$ cat src/rtl/pipe_hazard_ctrl.sv
// Hazard control for the 5-stage pipeline: load-use stall, taken-branch flush and
// EX operand forwarding. State and counters update on the falling clock edge.
module pipe_hazard_ctrl #(
  parameter logic [15:0] CntMax = 16'hFFFF
) (
  input  logic        clk,
  input  logic        rst,
  input  logic [4:0]  id_rs,
  input  logic [4:0]  id_rt,
  input  logic        id_uses_rt,
  input  logic [4:0]  ex_rs,
  input  logic [4:0]  ex_rt,
  input  logic [4:0]  ex_rw,
  input  logic        ex_regwr,
  input  logic        ex_memtoreg,
  input  logic        ex_br_taken,
  input  logic [4:0]  mem_rw,
  input  logic        mem_regwr,
  input  logic [4:0]  wr_rw,
  input  logic        wr_regwr,
  output logic        pc_write,
  output logic        ifid_write,
  output logic        ifid_flush,
  output logic        idex_bubble,
  output logic [1:0]  fwd_a,
  output logic [1:0]  fwd_b,
  output logic [15:0] stall_cnt,
  output logic [15:0] flush_cnt
);

  typedef enum logic [1:0] {StRun, StLuStall, StBrFlush} state_e;

  state_e      state_q, state_d;
  logic [15:0] stall_cnt_q, flush_cnt_q;
  logic        stall_inc, flush_inc;
  logic        lu;

  assign lu = ex_memtoreg & ex_regwr & (ex_rw != 5'd0) &
              ((ex_rw == id_rs) | (id_uses_rt & (ex_rw == id_rt)));

  always_comb begin
    state_d     = StRun;
    pc_write    = 1'b1;
    ifid_write  = 1'b1;
    ifid_flush  = 1'b0;
    idex_bubble = 1'b0;
    stall_inc   = 1'b0;
    flush_inc   = 1'b0;
    if (rst) begin
      pc_write    = 1'b0;
      ifid_write  = 1'b0;
      ifid_flush  = 1'b1;
      idex_bubble = 1'b1;
    end else begin
      unique case (state_q)
        StRun: begin
          if (ex_br_taken) begin
            ifid_flush  = 1'b1;
            idex_bubble = 1'b1;
            flush_inc   = 1'b1;
            state_d     = StBrFlush;
          end else if (lu) begin
            pc_write    = 1'b0;
            ifid_write  = 1'b0;
            idex_bubble = 1'b1;
            stall_inc   = 1'b1;
            state_d     = StLuStall;
          end
        end
        // The stalled load has moved on; only a branch resolving now matters.
        StLuStall: begin
          if (ex_br_taken) begin
            ifid_flush  = 1'b1;
            idex_bubble = 1'b1;
            flush_inc   = 1'b1;
            state_d     = StBrFlush;
          end
        end
        // ID holds a nop and EX a bubble, so neither hazard source is real.
        StBrFlush: state_d = StRun;
        default:   state_d = StRun;
      endcase
    end
  end

  always_comb begin
    fwd_a = 2'b00;
    fwd_b = 2'b00;
    if (!rst) begin
      if (mem_regwr && mem_rw != 5'd0 && mem_rw == ex_rs) begin
        fwd_a = 2'b01;
      end else if (wr_regwr && wr_rw != 5'd0 && wr_rw == ex_rs) begin
        fwd_a = 2'b10;
      end
      if (mem_regwr && mem_rw != 5'd0 && mem_rw == ex_rt) begin
        fwd_b = 2'b01;
      end else if (wr_regwr && wr_rw != 5'd0 && wr_rw == ex_rt) begin
        fwd_b = 2'b10;
      end
    end
  end

  always_ff @(negedge clk) begin
    if (rst) begin
      state_q     <= StRun;
      stall_cnt_q <= 16'd0;
      flush_cnt_q <= 16'd0;
    end else begin
      state_q <= state_d;
      if (stall_inc && stall_cnt_q != CntMax) begin
        stall_cnt_q <= stall_cnt_q + 16'd1;
      end
      if (flush_inc && flush_cnt_q != CntMax) begin
        flush_cnt_q <= flush_cnt_q + 16'd1;
      end
    end
  end

  assign stall_cnt = stall_cnt_q;
  assign flush_cnt = flush_cnt_q;

endmodule

$ cat config.mk
export PLATFORM = sky130hd
export DESIGN_NAME = pipe_hazard_ctrl
export DESIGN_NICKNAME = d
export VERILOG_FILES = /design/src/rtl/pipe_hazard_ctrl.sv
export SDC_FILE = /design/constraint.sdc
export NUM_CORES = 1
export LEC_CHECK = 0
export ABC_CLOCK_PERIOD_IN_PS = 2000
export BUFFER_PORTS_ARGS = -buffer_cell sky130_fd_sc_hd__buf_2
export CORE_MARGIN = 5
export CORE_UTILIZATION = 30
export CTS_CLUSTER_SIZE = 12
export DETAILED_ROUTE_END_ITERATION = 6
export GPL_TIMING_DRIVEN = 0
export SLEW_MARGIN = 0
export SYNTH_ARGS = -nofsm -noshare
export SYNTH_HDL_FRONTEND = slang
export SYNTH_SLANG_ARGS = --single-unit
$ cat constraint.sdc
create_clock -name clk -period 2 [get_ports clk]
set_clock_uncertainty 0.1 [all_clocks]
set_input_delay 0.1 -clock clk [delete_from_list [all_inputs] [get_ports clk]]
set_output_delay 0.1 -clock clk [all_outputs]
set_load 0.05 [all_outputs]
# Word level (Yosys, flattened, before mapping)
# Index checks and enable logic that the tools add are counted.
[totals] out_inout_bits=40 in_bits=43 register_bits=34 wordCells=57
[classes] n_addsub=2 eq_ne=9 reduce_logical=13 muxes=25 n_bitwise=5
[ops] cell="$add A16 B1 Y16 const B" count=2
[ops] cell="$ne A16 B16 Y1 const B" count=2
[ops] cell="$eq A5 B5 Y1" count=6
[ops] cell="$mux W2" count=8
[ops] cell="$mux W1" count=15
[ops] cell="$reduce_bool A5 Y1" count=3
[ops] cell="$logic_and A1 B1 Y1" count=8
[ops] cell="$and A1 B1 Y1" count=4
[ops] cell="$pmux W2 S2" count=1
[ops] cell="$eq A2 B1 Y1 const B" count=1
[ops] cell="$logic_not A2 Y1" count=1
[ops] cell="$pmux W1 S2" count=1
[ops] cell="$reduce_or A2 Y1" count=1
[ops] cell="$or A1 B1 Y1" count=1

# Logic depth before layout (Yosys ltp)
[depth] ltp_word=9 depth_mapped=7 mapped_depth_nobuf=6

==> metrics.cfg <==
[outcome]
status = finished, violations left
violations = setup timing

[clock_network]
clk_latency_ns = 0.37
clockBufferDepth = 2
root_buffer = clkbuf_8
cts.clk_slew.worst_paths_ns = 0.04
cts_buffers = 5
ctsHtreeMaxLevel = 2
clock-sinks = 34
cts_tree = built
postCtsHoldBufs = 0

[synthesis]
ys_ff_latch = 34
netlist_area_um2 = 2260
synthesis.instances = 267
yosysSeqAreaShare_pct = 30.1
synth_nets = 312
ys_warn_count = 0
synth_cell_types = 51
syn_avg_cell_area_um2 = 8.47

[place]
hpwl_um = 5040
gp_congestion = 0.881
port_buffers = 80
place_inst = 446
place_worst_setup_slack_ns = -0.867

[grt]
grt_overflow_total = 0
grt_pass1_vias = 3077
groute.usage.overall_pct = 18.5
busiest_layer = met2
grt_max_degree = 13
grt_util_met2_pct = 34.7
grt_pass1_wl_um = 14500
grt_use_met3_pct = 7.12
use_met1_pct = 18.8
antenna_found_initial = 0

[pwr]
p_clk_share_pct = 43.6
vdd_drop_max_mv = 0.308
swShare_pct = 36.8
leakagePower_uw = 0.00201
internal-power_uw = 1190
sequentialPowerShare_pct = 34.6
p_switching_uw = 696
combPwrFrac_pct = 21.8
powerDensity_nw_per_um2 = 397

[detailed_routing]
drt-total-wl_um = 9430
viasPerCell = 5.12
drtIter0Drc = 104
via_count = 2916
first_pass_iters = 4
ant_nets = 0
drcViolationCount = 0
wl_per_cell_um = 16.6

[critical_path]
critPathLaunch = state_q[0]$_SDFF_NP0_
critPathMaxFanout = 2
crit_end = idex_bubble
crit_type = reg -> out
worst-endpoint-required_ns = 1.80
r2r_slack_ns = -0.35
r2r_cells = 9
r2r-end = stall_cnt[1]$_SDFFE_NP0P_
r2r_start = stall_cnt[1]$_SDFFE_NP0P_
arrival_ns = 2.49
startpoint_type = register
cp-end-kind = primary output

[sta]
tightestPinTransition_ns = 0.703
slew_headroom_pct = 53.1
slew_violations = 0
worst_slack_ns = -0.687
hold_viol_final = 0
rsz0062_at_grt = yes
setup_viol = 65

[floorplan]
std_cell_rows = 31
coreArea_um2 = 7290
die_area_um2 = 9370
boundaryPins = 83
die_h_um = 96.8
initial_core_util_pct = 31.0
die_w_um = 96.8

[finish]
drive_gt1_share_pct = 59.4
instances_no_fill = 569
num_antenna_cells = 0
fillers = 572
area_growth_pct = 110
nets = 514

[run]
drv_cap = 0

[min_path]
hold_class = reg -> reg

-- metal layers --
| layer | up-vias | routed length, um |
|---|---|---|
| met4 | 0 | 204 |
| met5 | - | 0 |
| met3 | 24 | 593 |
| li1 | 1391 | - |
| met1 | 1390 | 3400 |
| met2 | 111 | 5230 |
-- sequential cells by signal, indices dropped and copies added (netlist names) --
signal / cells
flush_cnt: 16
stall_cnt: 16
state_q: 2
-- final cells by class --
cell class | count | area, um^2 | area share, %
inverters | 7 | 26.3 | 0.553
well taps | 99 | 124 | 2.61
flip-flops and latches | 34 | 800 | 16.8
repair buffers | 162 | 1500 | 31.5
clock buffers | 5 | 68.8 | 1.45
multi-input cells | 216 | 1960 | 41.2
clock inverters | 37 | 149 | 3.13
plain buffers | 9 | 130 | 2.74
-- what timing repair did --
item / CTS / global route
pin swaps: 36 / 40
setup endpoints to repair: 66 / 67
gates resized for setup: 219 / 40
gates cloned: 3 / 0
setup buffers: 52 / 30
endpoints found under the hold margin: 0 / 0
-- power groups by stage --
stage | clock [uW] | sequential [uW] | combinational (uW)
global placement | 107 | 702 | 272
global route | 933 | 652 | 437
floorplan | 107 | 713 | 165
finish | 823 | 654 | 412
CTS | 834 | 654 | 369
detailed placement | 107 | 702 | 277
-- per-stage QoR --
step	cell area, um^2	util (%)	power, uW	hold slack (ns)	TNS [ns]
detailed placement	2980	40.8	1090	0.387	-22.75
floorplan	2450	-	986	0.337	-12.87
global route	4750	65.2	2020	0.408	-15.69
CTS	4360	59.8	1860	0.401	-11.69
global placement	2980	40.8	1080	0.379	-22.01
finish	4750	65.2	1890	0.398	-12.79
-- worst max-delay path, cell delays in order (launching register included) --
cell and delay, ns:
dfxtp_1 0.29, nand4bb_4 0.23, buf_4 0.16, a21oi_4 0.17
a21o_4 0.15, buf_8 0.13
-- how the worst min path moves through the flow --
stage / start / end / cells past startpoint
floorplan: wr_rw[1] / fwd_a[1] / 3
global route: stall_cnt[1]$_SDFFE_NP0P_ / stall_cnt[1]$_SDFFE_NP0P_ / 2
detailed placement: stall_cnt[11]$_SDFFE_NP0P_ / stall_cnt[11]$_SDFFE_NP0P_ / 2
global placement: stall_cnt[11]$_SDFFE_NP0P_ / stall_cnt[11]$_SDFFE_NP0P_ / 2
CTS: stall_cnt[1]$_SDFFE_NP0P_ / stall_cnt[1]$_SDFFE_NP0P_ / 2
finish: stall_cnt[1]$_SDFFE_NP0P_ / stall_cnt[1]$_SDFFE_NP0P_ / 2
-- cells by family after synthesis --
kind of cell,share of synthesized area (%)
and+or+nand+nor,34.3
xor gates and xnor gates,16.7
AOI/OAI and AO/OA,11.6
DFF,30.1
buffers and inverters,4.04
muxes,2.16
adders and majority gates,1.11
-- cells in the mapped netlist (all sizes together) --
cell     number  area [um^2]
buf           4         38.8
nand3b        1         7.51
or4b          1         10.0
and3          1         6.26
ha            2         25.0
nand4bb       1         27.5
nor2         21         78.8
a21oi        15         78.8
nand4        11         75.1
dfxtp        34          681
clkbuf        6         22.5
o22ai         1         6.26
a31oi         3         18.8
nand2        16         67.6
o21ai         6         30.0
o211ai        1         7.51
nand4b        2         23.8
a21o          2         15.0
nand3        15         75.1
nor3         14         70.1
nor4         12         87.6
and2b         1         7.51
o31ai         8         60.1
or3           2         12.5
or4          13          101
inv           8         30.0
nor3b         5         53.8
a211oi        1         20.0
o21bai        1         7.51
o41ai         1         8.76
xnor2        34          298
xor2          9         78.8
nor2b         5         31.3
mux2          4         48.8
o22a          1         10.0
and2          1         6.26
and4          3         26.3
or2b          1         7.51
-- cells in the final DEF (no fill, tap or decap), types with 3 or more instances in the layout --
cell      instances
buf_4            61
inv_1            40
buf_2            40
buf_8            38
dfxtp_4          31
xnor2_1          29
buf_6            23
nor2_1           20
nand2_1          14
nand3_1          12
nand4_1          10
nor4_4           10
a21oi_1          10
or4_1             9
xor2_1            9
nor3_1            7
clkbuf_8          6
nor3_4            5
xnor2_2           5
o31ai_2           5
nor2b_1           5
or4_4             4
mux2_4            4
and4_1            3
buf_12            3
nor3b_4           3
o21ai_2           3
a21oi_2           3
a31oi_1           3
Note: power is estimated with default switching activity, not from simulation.
